**src/rtl/ntt_addr_gen.sv**
```systemverilog
// Address sequencer for an in-place radix-2 NTT/INTT: walks every stage's butterflies,
// emits operand/twiddle addresses, and delays them by the butterfly latency for write-back.
module ntt_addr_gen #(
    parameter int LOGN = 8,
    parameter int LAT  = 3
) (
    input  logic            clk,
    input  logic            reset,
    input  logic            start,
    input  logic            mode,
    input  logic            valid,
    output logic            busy,
    output logic            done,
    output logic [3:0]      stage,
    output logic            rd_en,
    output logic [LOGN-1:0] rd_addr_a,
    output logic [LOGN-1:0] rd_addr_b,
    output logic [LOGN-1:0] tw_idx,
    output logic            wr_en,
    output logic [LOGN-1:0] wr_addr_a,
    output logic [LOGN-1:0] wr_addr_b,
    output logic [1:0]      dbg_state
);

    localparam int              N      = 1 << LOGN;
    localparam logic [LOGN-1:0] B_LAST = LOGN'(N / 2 - 1);
    localparam logic [3:0]      S_LAST = 4'(LOGN - 1);
    localparam logic [3:0]      F_LAST = 4'(LAT - 1);

    typedef enum logic [1:0] {
        IDLE  = 2'd0,
        RUN   = 2'd1,
        FLUSH = 2'd2,
        DONE  = 2'd3
    } state_t;

    state_t          state_q, state_n;
    logic [LOGN-1:0] b_q, b_n;
    logic [3:0]      stage_n;
    logic [3:0]      fcnt_q, fcnt_n;
    logic            mode_q, mode_n;

    logic [3:0]      sh;
    logic [LOGN-1:0] h, g, o, a_n, tw_n;

    logic [LAT-1:0]  pipe_en;
    logic [LOGN-1:0] pipe_a [LAT];
    logic [LOGN-1:0] pipe_b [LAT];

    // Handshake: valid is a stall qualifier for the whole block. A read is issued on a
    // cycle with rd_en=1 (RUN and valid); a write is emitted on a cycle with wr_en=1 and
    // valid=1. When valid=0 every counter and the write pipeline hold their value.
    assign rd_en     = (state_q == RUN) && valid && !reset;
    assign dbg_state = state_q;
    assign wr_en     = pipe_en[LAT-1];
    assign wr_addr_a = pipe_a[LAT-1];
    assign wr_addr_b = pipe_b[LAT-1];

    always_comb begin
        state_n = state_q;
        b_n     = b_q;
        stage_n = stage;
        fcnt_n  = fcnt_q;
        mode_n  = mode_q;
        case (state_q)
            IDLE: begin
                if (start) begin
                    state_n = RUN;
                    b_n     = '0;
                    stage_n = '0;
                    fcnt_n  = '0;
                    mode_n  = mode;
                end
            end
            RUN: begin
                if (valid) begin
                    if (b_q == B_LAST) begin
                        state_n = FLUSH;
                        fcnt_n  = '0;
                        b_n     = '0;
                    end else begin
                        b_n = b_q + LOGN'(1);
                    end
                end
            end
            FLUSH: begin
                if (valid) begin
                    if (fcnt_q == F_LAST) begin
                        fcnt_n = '0;
                        if (stage == S_LAST) begin
                            state_n = DONE;
                        end else begin
                            state_n = RUN;
                            stage_n = stage + 4'd1;
                            b_n     = '0;
                        end
                    end else begin
                        fcnt_n = fcnt_q + 4'd1;
                    end
                end
            end
            DONE:    state_n = IDLE;
            default: state_n = IDLE;
        endcase
    end

    // Addresses are computed for the butterfly that will be current next cycle, so the
    // registered outputs line up with rd_en. sh = log2 of the half-span.
    always_comb begin
        sh   = mode_n ? stage_n : (S_LAST - stage_n);
        h    = LOGN'(1) << sh;
        g    = b_n >> sh;
        o    = b_n & (h - LOGN'(1));
        a_n  = (g << (sh + 4'd1)) | o;
        tw_n = (LOGN'(1) << (S_LAST - sh)) + g;
    end

    always_ff @(posedge clk) begin
        if (reset) begin
            state_q   <= IDLE;
            b_q       <= '0;
            stage     <= '0;
            fcnt_q    <= '0;
            mode_q    <= 1'b0;
            busy      <= 1'b0;
            done      <= 1'b0;
            rd_addr_a <= '0;
            rd_addr_b <= '0;
            tw_idx    <= '0;
        end else begin
            state_q <= state_n;
            b_q     <= b_n;
            stage   <= stage_n;
            fcnt_q  <= fcnt_n;
            mode_q  <= mode_n;
            busy    <= (state_n == RUN) || (state_n == FLUSH);
            done    <= (state_n == DONE);
            if (state_n == RUN) begin
                rd_addr_a <= a_n;
                rd_addr_b <= a_n + h;
                tw_idx    <= tw_n;
            end else begin
                rd_addr_a <= '0;
                rd_addr_b <= '0;
                tw_idx    <= '0;
            end
        end
    end

    always_ff @(posedge clk) begin
        if (reset) begin
            pipe_en <= '0;
            for (int i = 0; i < LAT; i++) begin
                pipe_a[i] <= '0;
                pipe_b[i] <= '0;
            end
        end else if (valid) begin
            pipe_en[0] <= rd_en;
            pipe_a[0]  <= rd_addr_a;
            pipe_b[0]  <= rd_addr_b;
            for (int i = 1; i < LAT; i++) begin
                pipe_en[i] <= pipe_en[i-1];
                pipe_a[i]  <= pipe_a[i-1];
                pipe_b[i]  <= pipe_b[i-1];
            end
        end
    end

endmodule

```
**config.mk**
```make
export PLATFORM = sky130hd
export DESIGN_NAME = ntt_addr_gen
export DESIGN_NICKNAME = d
export VERILOG_FILES = /design/src/rtl/ntt_addr_gen.sv
export SDC_FILE = /design/constraint.sdc
export NUM_CORES = 1
export LEC_CHECK = 0
export CORE_MARGIN = 5
export CORE_UTILIZATION = 25
export CTS_CLUSTER_DIAMETER = 60
export DETAILED_ROUTE_END_ITERATION = 12
export REMOVE_ABC_BUFFERS = 1
export SLEW_MARGIN = 20
export SYNTH_ARGS = -nofsm -noshare
export SYNTH_HDL_FRONTEND = slang
export SYNTH_SLANG_ARGS = --single-unit
```
**constraint.sdc**
```tcl
create_clock -name clk -period 6.4 [get_ports clk]
set_input_delay 0.96 -clock clk [delete_from_list [all_inputs] [get_ports clk]]
set_output_delay 0.96 -clock clk [all_outputs]
set_load 0.02 [all_outputs]
```
==> results.tsv <==
stage	metric	value	unit
status	status	finished, final reports clean	
clock_network	clk_latency	0.36	ns
cells_and_area	syn2layout_area_growth	18.5	%
sta	tightestPinTransition	0.995	ns
place	place_inst	942	
setup_path	path_max_fanout	15	
cells_and_area	instances_no_fill	958	
cells_and_area	design_area	6950	um2
die	die_h	163	um
synthesis	yosysTopAreaCell	edfxtp_1	
die	start_util	0.252	
global_routing	grt_pass1_vias	4303	
cells_and_area	nets	662	
run	maxCapViolCount	0	
global_routing	grt_max_degree	50	
sta	skew	0.0138	ns
setup_path	rrSetupSlack	1.17	ns
place	dp_hpwl	11200	um
power	p_int	1050	uW
sta	rsz0062_at_grt	false	
detailed_routing	drt_iter0_drc	287	
setup_path	worstSetupPathType	in2reg	
global_routing	grt_pass1_wl	23900	um
die	design.portCount	55	
setup_path	r2r-end	rd_addr_b[6]	
clock_network	cts_buffers	9	
setup_path	startpoint	valid	
die	rows	56	
synthesis	synth_edf_count	48	
sta	setup_viol	0	
cells_and_area	num_antenna_cells	0	
cells_and_area	layout_commonest_cell	and2_1	
sta	finalSetupTns	0	ns
synthesis	ys_seq_area_frac	0.410	
detailed_routing	route.detailed.drc	0	
die	die_width	163	um
clock_network	clockRootBuffer	clkbuf_16	
setup_path	startpoint_type	primary input	
place	numPortBuffers	54	
synthesis	ys_ff_latch	96	
place	post_dp_cell_area	6630	um2
worst_hold_path	min_path_cells	1	
setup_path	reg2reg_from	dbg_state[1]	
detailed_routing	wire_per_inst	15.8	um
sta	fin_crit	5.54	ns
power	p_sw_frac	0.293	
die	dieArea	26600	um2
worst_hold_path	min_from	pipe_en[0]	
sta	hold_violations	0	
detailed_routing	antenna_violating_nets_post_route	0	
power	clkPwrFrac	0.373	
power	peakVddDrop	0.110	mV
sta	finalCritPeriodShare	0.865	
sta	hold_slack	0.473	ns
clock_network	clock_sinks	96	
global_routing	antenna_found_initial	0	
clock_network	cts.path.max_buffers	2	
sta	max_freq	181	MHz
clock_network	htree_levels	3	
setup_path	crit_arrival	5.81	ns
global_routing	grt-ovfl-total	0	
detailed_routing	drt-pass1-iter-count	5	
power	pwr-share-seq	0.461	
die	core_area	23300	um2
setup_path	cp.required	6.67	ns
clock_network	cts_tree	done	
worst_hold_path	hold_path_class	reg2reg	
synthesis	synth_warnings	0	
detailed_routing	viasPerCell	4.82	
cells_and_area	drive_gt1_frac	0.105	
setup_path	rr_worst_depth	17	
place	routabilityCongestion	0.893	
detailed_routing	routed_wl	15100	um
clock_network	clkTransAtPathRegs	0.08	ns
synthesis	yosysTopAreaCellShare	0.246	
clock_network	postCtsSetupRepairBufs	0	
clock_network	holdBufCountCts	0	
synthesis	synth_area_per_cell	9.72	um2
power	leakage	0.00264	uW
global_routing	track_usage	0.114	
power	power.switching	434	uW
cells_and_area	final_cell_mix	62 x and2_1, 55 x nor2_1, 54 x clkdlybuf4s50_1	
sta	final_max_slew_viol_count	0	
power	combinationalPowerShare	0.166	
synthesis	ys_async_sr_fraction	0	
setup_path	cp-end-kind	register	
synthesis	syn_area	5860	um2
synthesis	synth_cell_type_count	90	
synthesis	synth_cells	603	
worst_hold_path	hold_end	pipe_en[0]	
power	power	1480	uW
synthesis	synth_area_leaders	edfxtp_1 25%, dfxtp_1 16%, and2_1 6.6%, ha_1 4.5%, nor2_1 3.5%	
power	power_density	213	nW/um2
detailed_routing	via_count	4621	
sta	slew_headroom	0.336	
clock_network	post_cts_resized	0	
synthesis	ys.flop_type	edfxtp_1	
-- registers in the layout, indices dropped and copies added (netlist names), 2 cells and up --
signal / cells
b_q: 8
pipe_b: 24
tw_idx: 8
pipe_a: 24
fcnt_q: 4
pipe_en: 3
dbg_state: 2
rd_addr_a: 8
stage: 4
rd_addr_b: 8
-- worst max path at each step --
stage / to / slack (ns) / depth (start not counted)
2_1_floorplan: rd_addr_b[6] / 1.30 / 17
3_3_place_gp: rd_addr_b[6] / 0.58 / 19
3_5_place_dp: rd_addr_b[6] / 0.53 / 19
4_1_cts: rd_addr_b[7] / 0.90 / 19
5_1_grt: rd_addr_b[7] / 0.46 / 19
6_report: rd_addr_b[6] / 0.86 / 19
-- routing by layer --
metal / routed length, um / GRT usage
met1: 6720 / 0.149
met2: 7050 / 0.182
met3: 816 / 0.0222
met4: 545 / 0.0538
met5: 0 / 0
-- critical path: stages --
cell	delay, ns
clkdlybuf4s50_1	0.58
buf_4	0.25
nand2_1	0.11
o311a_1	0.34
a221o_1	0.45
mux2_2	0.35
a21oi_1	0.30
a21bo_2	0.30
o21ai_1	0.21
o21ai_0	0.10
a21oi_1	0.34
o22ai_1	0.14
ha_1	0.35
a21o_1	0.19
a21o_1	0.20
o21ai_0	0.16
o221ai_1	0.14
and3_1	0.19
nor3_1	0.15
-- synth_stat cells (11+ instances only) --
library cell  count
a21oi_1          31
and2_1           62
buf_4            18
clkbuf_1         17
dfxtp_1          48
edfxtp_1         48
ha_1             21
inv_1            13
nand2_1          30
nand3_1          23
nor2_1           55
nor2b_1          11
nor3_1           16
o21ai_0          17
xnor2_1          14
-- stage by stage --
stage	worst slack [ns]	utilization
5_1_grt	0.459	0.299
3_3_place_gp	0.581	0.285
6_report	0.863	0.299
4_1_cts	0.901	0.299
3_5_place_dp	0.532	0.285
2_1_floorplan	1.30	-
-- final cells by class --
class,count,area (um2)
Clock buffer,9,225
Clock inverter,7,86.3
Fill cell,2455,16300
Inverter,14,52.6
Multi-Input combinational cell,445,3130
Sequential cell,96,2400
Tap cell,319,399
Timing Repair Buffer,68,646
-- logic make-up (layout without fill, tap and decap cells) --
logic type	Yosys count	in the layout	synth area share
buffers and inverters	62	98	0.0557
xor gates and xnor gates	16	16	0.0239
AOI/OAI and AO/OA	145	145	0.192
DFF	96	96	0.410
adders and majority gates	23	23	0.0517
muxes	13	13	0.0250
and+or+nand+nor	248	248	0.242
-- power by group through the flow --
stage | Sequential, uW | Combinational [uW] | Clock, uW
after global placement | 697 | 248 | 0
after CTS | 683 | 247 | 572
after detailed placement | 697 | 247 | 0
after global routing | 686 | 270 | 599
after floorplan | 713 | 142 | 0
final | 683 | 246 | 551
Note: power is estimated with default switching activity, not from simulation.
==> RTL change 1 (same settings) <==
Register the outputs `wr_en`, `wr_addr_a` and `wr_addr_b`, without a reset; this adds one clock of latency there. The other outputs are not delayed to match. Comments in the files are not updated.
--- a/src/rtl/ntt_addr_gen.sv
+++ b/src/rtl/ntt_addr_gen.sv
@@ -53,7 +53,9 @@
     assign rd_en     = (state_q == RUN) && valid && !reset;
     assign dbg_state = state_q;
-    assign wr_en     = pipe_en[LAT-1];
-    assign wr_addr_a = pipe_a[LAT-1];
-    assign wr_addr_b = pipe_b[LAT-1];
+    always_ff @(posedge clk) begin
+        wr_en     <= pipe_en[LAT-1];
+        wr_addr_a <= pipe_a[LAT-1];
+        wr_addr_b <= pipe_b[LAT-1];
+    end
 
     always_comb begin
Behaviour: not the same (Yosys sat finds a counterexample within 10 cycles, from zero or initial values and one cycle with reset high).
==> RTL change 1 against the unedited design <==
  * Design area up 7.1%
  * Synthesized area down 0.68%
  * Die area down 0.64%
  * Sequential cell count up 17
  * Wire length down 5.3%
  * Non-clock buffer count up 10
  * Total power up 38%
  * Sequential power up 17%
  * Setup slack worse by 0.12 ns
  * Fmax down 2.1%
  * Critical path type unchanged
  * Critical endpoint is now rd_addr_b[7]
  * Largest power group is now the clock network
==> RTL change 1: results (changes against the unedited design) <==
status:
  status: "complete, no violations"
yosys:
  synthFlopType: "dfxtp_1"
  synth_cell_types: 79  # -12%
  synthTopCellsByCount: "and2_1, dfxtp_1, nor2_1"
  synth_cells: 580  # -3.8%
setup_path:
  r2r_slack_ns: 1.06  # -0.11 ns
  critical_path.endpoint: "rd_addr_b[7]"
  critPathMaxFanout: 17  # +2
  cp.arrival_ns: 5.92  # +0.11 ns
  slowest_delay_ns: 0.60  # +0.02 ns
placement:
  placed_cells: 939  # -0.32%
  placed_area_um2: 6810  # +2.6%
routing:
  wl_met3_um: 819  # +0.37%
  vias_per_cell: 4.60  # -4.7%
  drt_wl_total_um: 14300  # -5.3%
grt:
  grt_pass1_vias: 4171  # -3.1%
  use_met3_pct: 2.99  # +0.77 points
sta:
  worst_pin_slew_ns: 0.889  # -0.107 ns
  finClkSkew_ns: 0.0125  # -0.00134 ns
pwr:
  ir_drop_uv: 138  # +25%
worst_hold_path:
  holdPathStages: 0  # -1
  min_from: "pipe_b[2][6]"
final_layout:
  n_fill_cell: 2342  # -4.6%
cts:
  clk_pin_slew_ns: 0.06  # -0.02 ns
  htreeDepth: 4  # +1
  numCtsBuffers: 17  # +8
RTL change 1: kinds of logic (layout without fill, tap and decap cells):
| group | Yosys count | in the layout | share of synthesized area (%) |
|---|---|---|---|
| compound gates | 120 | 120 | 14.6 |
| xor+xnor | 19 | 19 | 3.18 |
| fa+ha+maj | 23 | 23 | 5.20 |
| buf+inv | 46 | 124 | 3.29 |
| flops | 113 | 113 | 47.1 |
| mux | 16 | 16 | 3.57 |
| simple gates | 243 | 243 | 23.1 |
RTL change 1: final cells by class:
class	count	area, um2	area share [%]
flip-flops and latches	113	2740	36.9
well taps	313	392	5.26
clock buffers	18	439	5.90
clock inverters	14	191	2.57
inverters	14	52.6	0.706
repair buffers	78	733	9.86
multi-input cells	421	2890	38.8
RTL change 1: report_power, final:
part | switching [uW] | internal, uW
Clock | 367 | 638
Combinational | 147 | 95.5
Sequential | 11.9 | 785
==> RTL change 2 (config.mk and constraints unchanged) <==
Made on the original files. `LOGN`: 8 -> 10.
--- a/src/rtl/ntt_addr_gen.sv
+++ b/src/rtl/ntt_addr_gen.sv
@@ -2,5 +2,5 @@
 // emits operand/twiddle addresses, and delays them by the butterfly latency for write-back.
 module ntt_addr_gen #(
-    parameter int LOGN = 8,
+    parameter int LOGN = 10,
     parameter int LAT  = 3
 ) (
Interface: changed (5 resized); port bits go from 55 to 65. No check against the original RTL was run, so the function may have changed too.
==> RTL change 2 against the unedited design <==
  * Wire length rose by 20%
  * Synthesized area rose by 17%
  * Global-route usage rose by 0.23 points
  * Setup slack got worse by 0.44 ns
  * Total power rose by 44%
  * Sequential cell count rose by 20
  * Register-to-register slack got worse by 0.42 ns
  * Critical path type unchanged
  * Sequential power rose by 20%
  * Design area rose by 24%
  * Utilization rose by 2.1 points
==> RTL change 2: results (changes against the unedited design) <==
setup_path:
  startpoint: "start"
  r2r_slack_ns: 0.75  # -0.42 ns
  cpMaxStageDelayCell: "a2111oi_1"
  cp.arrival_ns: 6.29  # +0.48 ns
  r2r_end: "rd_addr_b[9]"
  worstReg2RegStart: "dbg_state[0]"
sta:
  worst_pin_slew_ns: 1.01  # +0.0164 ns
  finClkSkew_ns: 0.00958  # -0.00427 ns
yosys:
  synth_edf_count: 60  # +25%
  synthTopCellsByCount: "and2_1, nor2_1, edfxtp_1"
  synth_cells: 714  # +18%
  synthAdderAreaFrac_pct: 7.00  # +1.8 points
  synth_mux_area_share_pct: 1.65  # -0.85 points
  ys_seq_area_share_pct: 42.8  # +1.8 points
placement:
  place_hpwl_um: 13100  # +17%
  io_buffers: 64  # +19%
  gp_congestion: 0.881  # -1.4%
  dp_worst_setup_slack_ns: -0.0153  # -0.547 ns
  placed_cells: 1113  # +18%
final_layout:
  final_layout_size_suffix_gt1_share_pct: 13.4  # +2.9 points
  layout.nets: 833  # +26%
  n_fill_cell: 2748  # +12%
cts:
  clk_pin_slew_ns: 0.06  # -0.02 ns
  numCtsBuffers: 17  # +8
  worstSkewPairLatency_ns: 0.43  # +0.07 ns
  htreeDepth: 4  # +1
status:
  status: "complete, no violations"
routing:
  drt_wl_total_um: 18200  # +20%
  drtIter0Drc: 380  # +32%
  routedWlPerCell_um: 15.9  # +0.54%
grt:
  grt_pass1_vias: 5301  # +23%
  grt_use_total_pct: 11.6  # +0.23 points
  grt_pass1_wl_um: 28400  # +19%
pwr:
  ir_drop_uv: 174  # +58%
-- RTL change 2: cell count changes in the layout (fill, tap and decap cells not counted), moves of 12 or more --
cell | before | now
buf_4 | 14 | 48
and3_1 | 4 | 17
edfxtp_1 | 48 | 60
and2_1 | 62 | 79
nor2_1 | 55 | 73
ha_1 | 21 | 35
-- RTL change 2: final cells by class --
type	instances	area, um2	area share, %
Multi-Input combinational cell	521	3540	41.1
Sequential cell	116	2920	34.0
Timing Repair Buffer	112	1000	11.6
Tap cell	341	427	4.96
Clock buffer	17	425	4.94
Clock inverter	15	206	2.40
Inverter	23	86.3	1.00
-- RTL change 2: power by group --
group          switching, uW  total, uW  internal, uW  leakage (uW)
clock                    408       1040           633      0.000309
sequential              10.0        821           811       0.00112
combinational            158        264           105       0.00196
total                    576       2130          1550       0.00339
-- RTL change 2: worst max path at each step --
stage                    to  slack [ns]
6_report       rd_addr_b[9]        0.42
5_1_grt        rd_addr_b[9]        0.11
4_1_cts        rd_addr_b[9]        0.40
3_5_place_dp   rd_addr_b[9]       -0.02
3_3_place_gp   rd_addr_b[9]       -0.05
2_1_floorplan  rd_addr_b[9]       -0.07
-- RTL change 2: cells by family (layout without fill, tap and decap cells) --
family,Yosys count,after routing
compound gates,148,148
xor+xnor,25,25
fa+ha+maj,37,37
buf+inv,77,167
flops,116,116
mux,10,10
simple gates,301,301
-- RTL change 2: per-stage QoR --
step	hold WS, ns	cell area (um2)
floorplan	0.426	6540
global placement	0.444	7980
detailed placement	0.448	7980
CTS	0.463	8610
global route	0.489	8610
finish	0.457	8610
-- RTL change 2: per-layer routing --
metal	wire length [um]	part of all wire [%]	GRT usage, %
met5	0	0	0
met4	502	2.8	4.48
met3	875	4.8	2.73
met2	8370	46	18.8
met1	8430	46	15.2
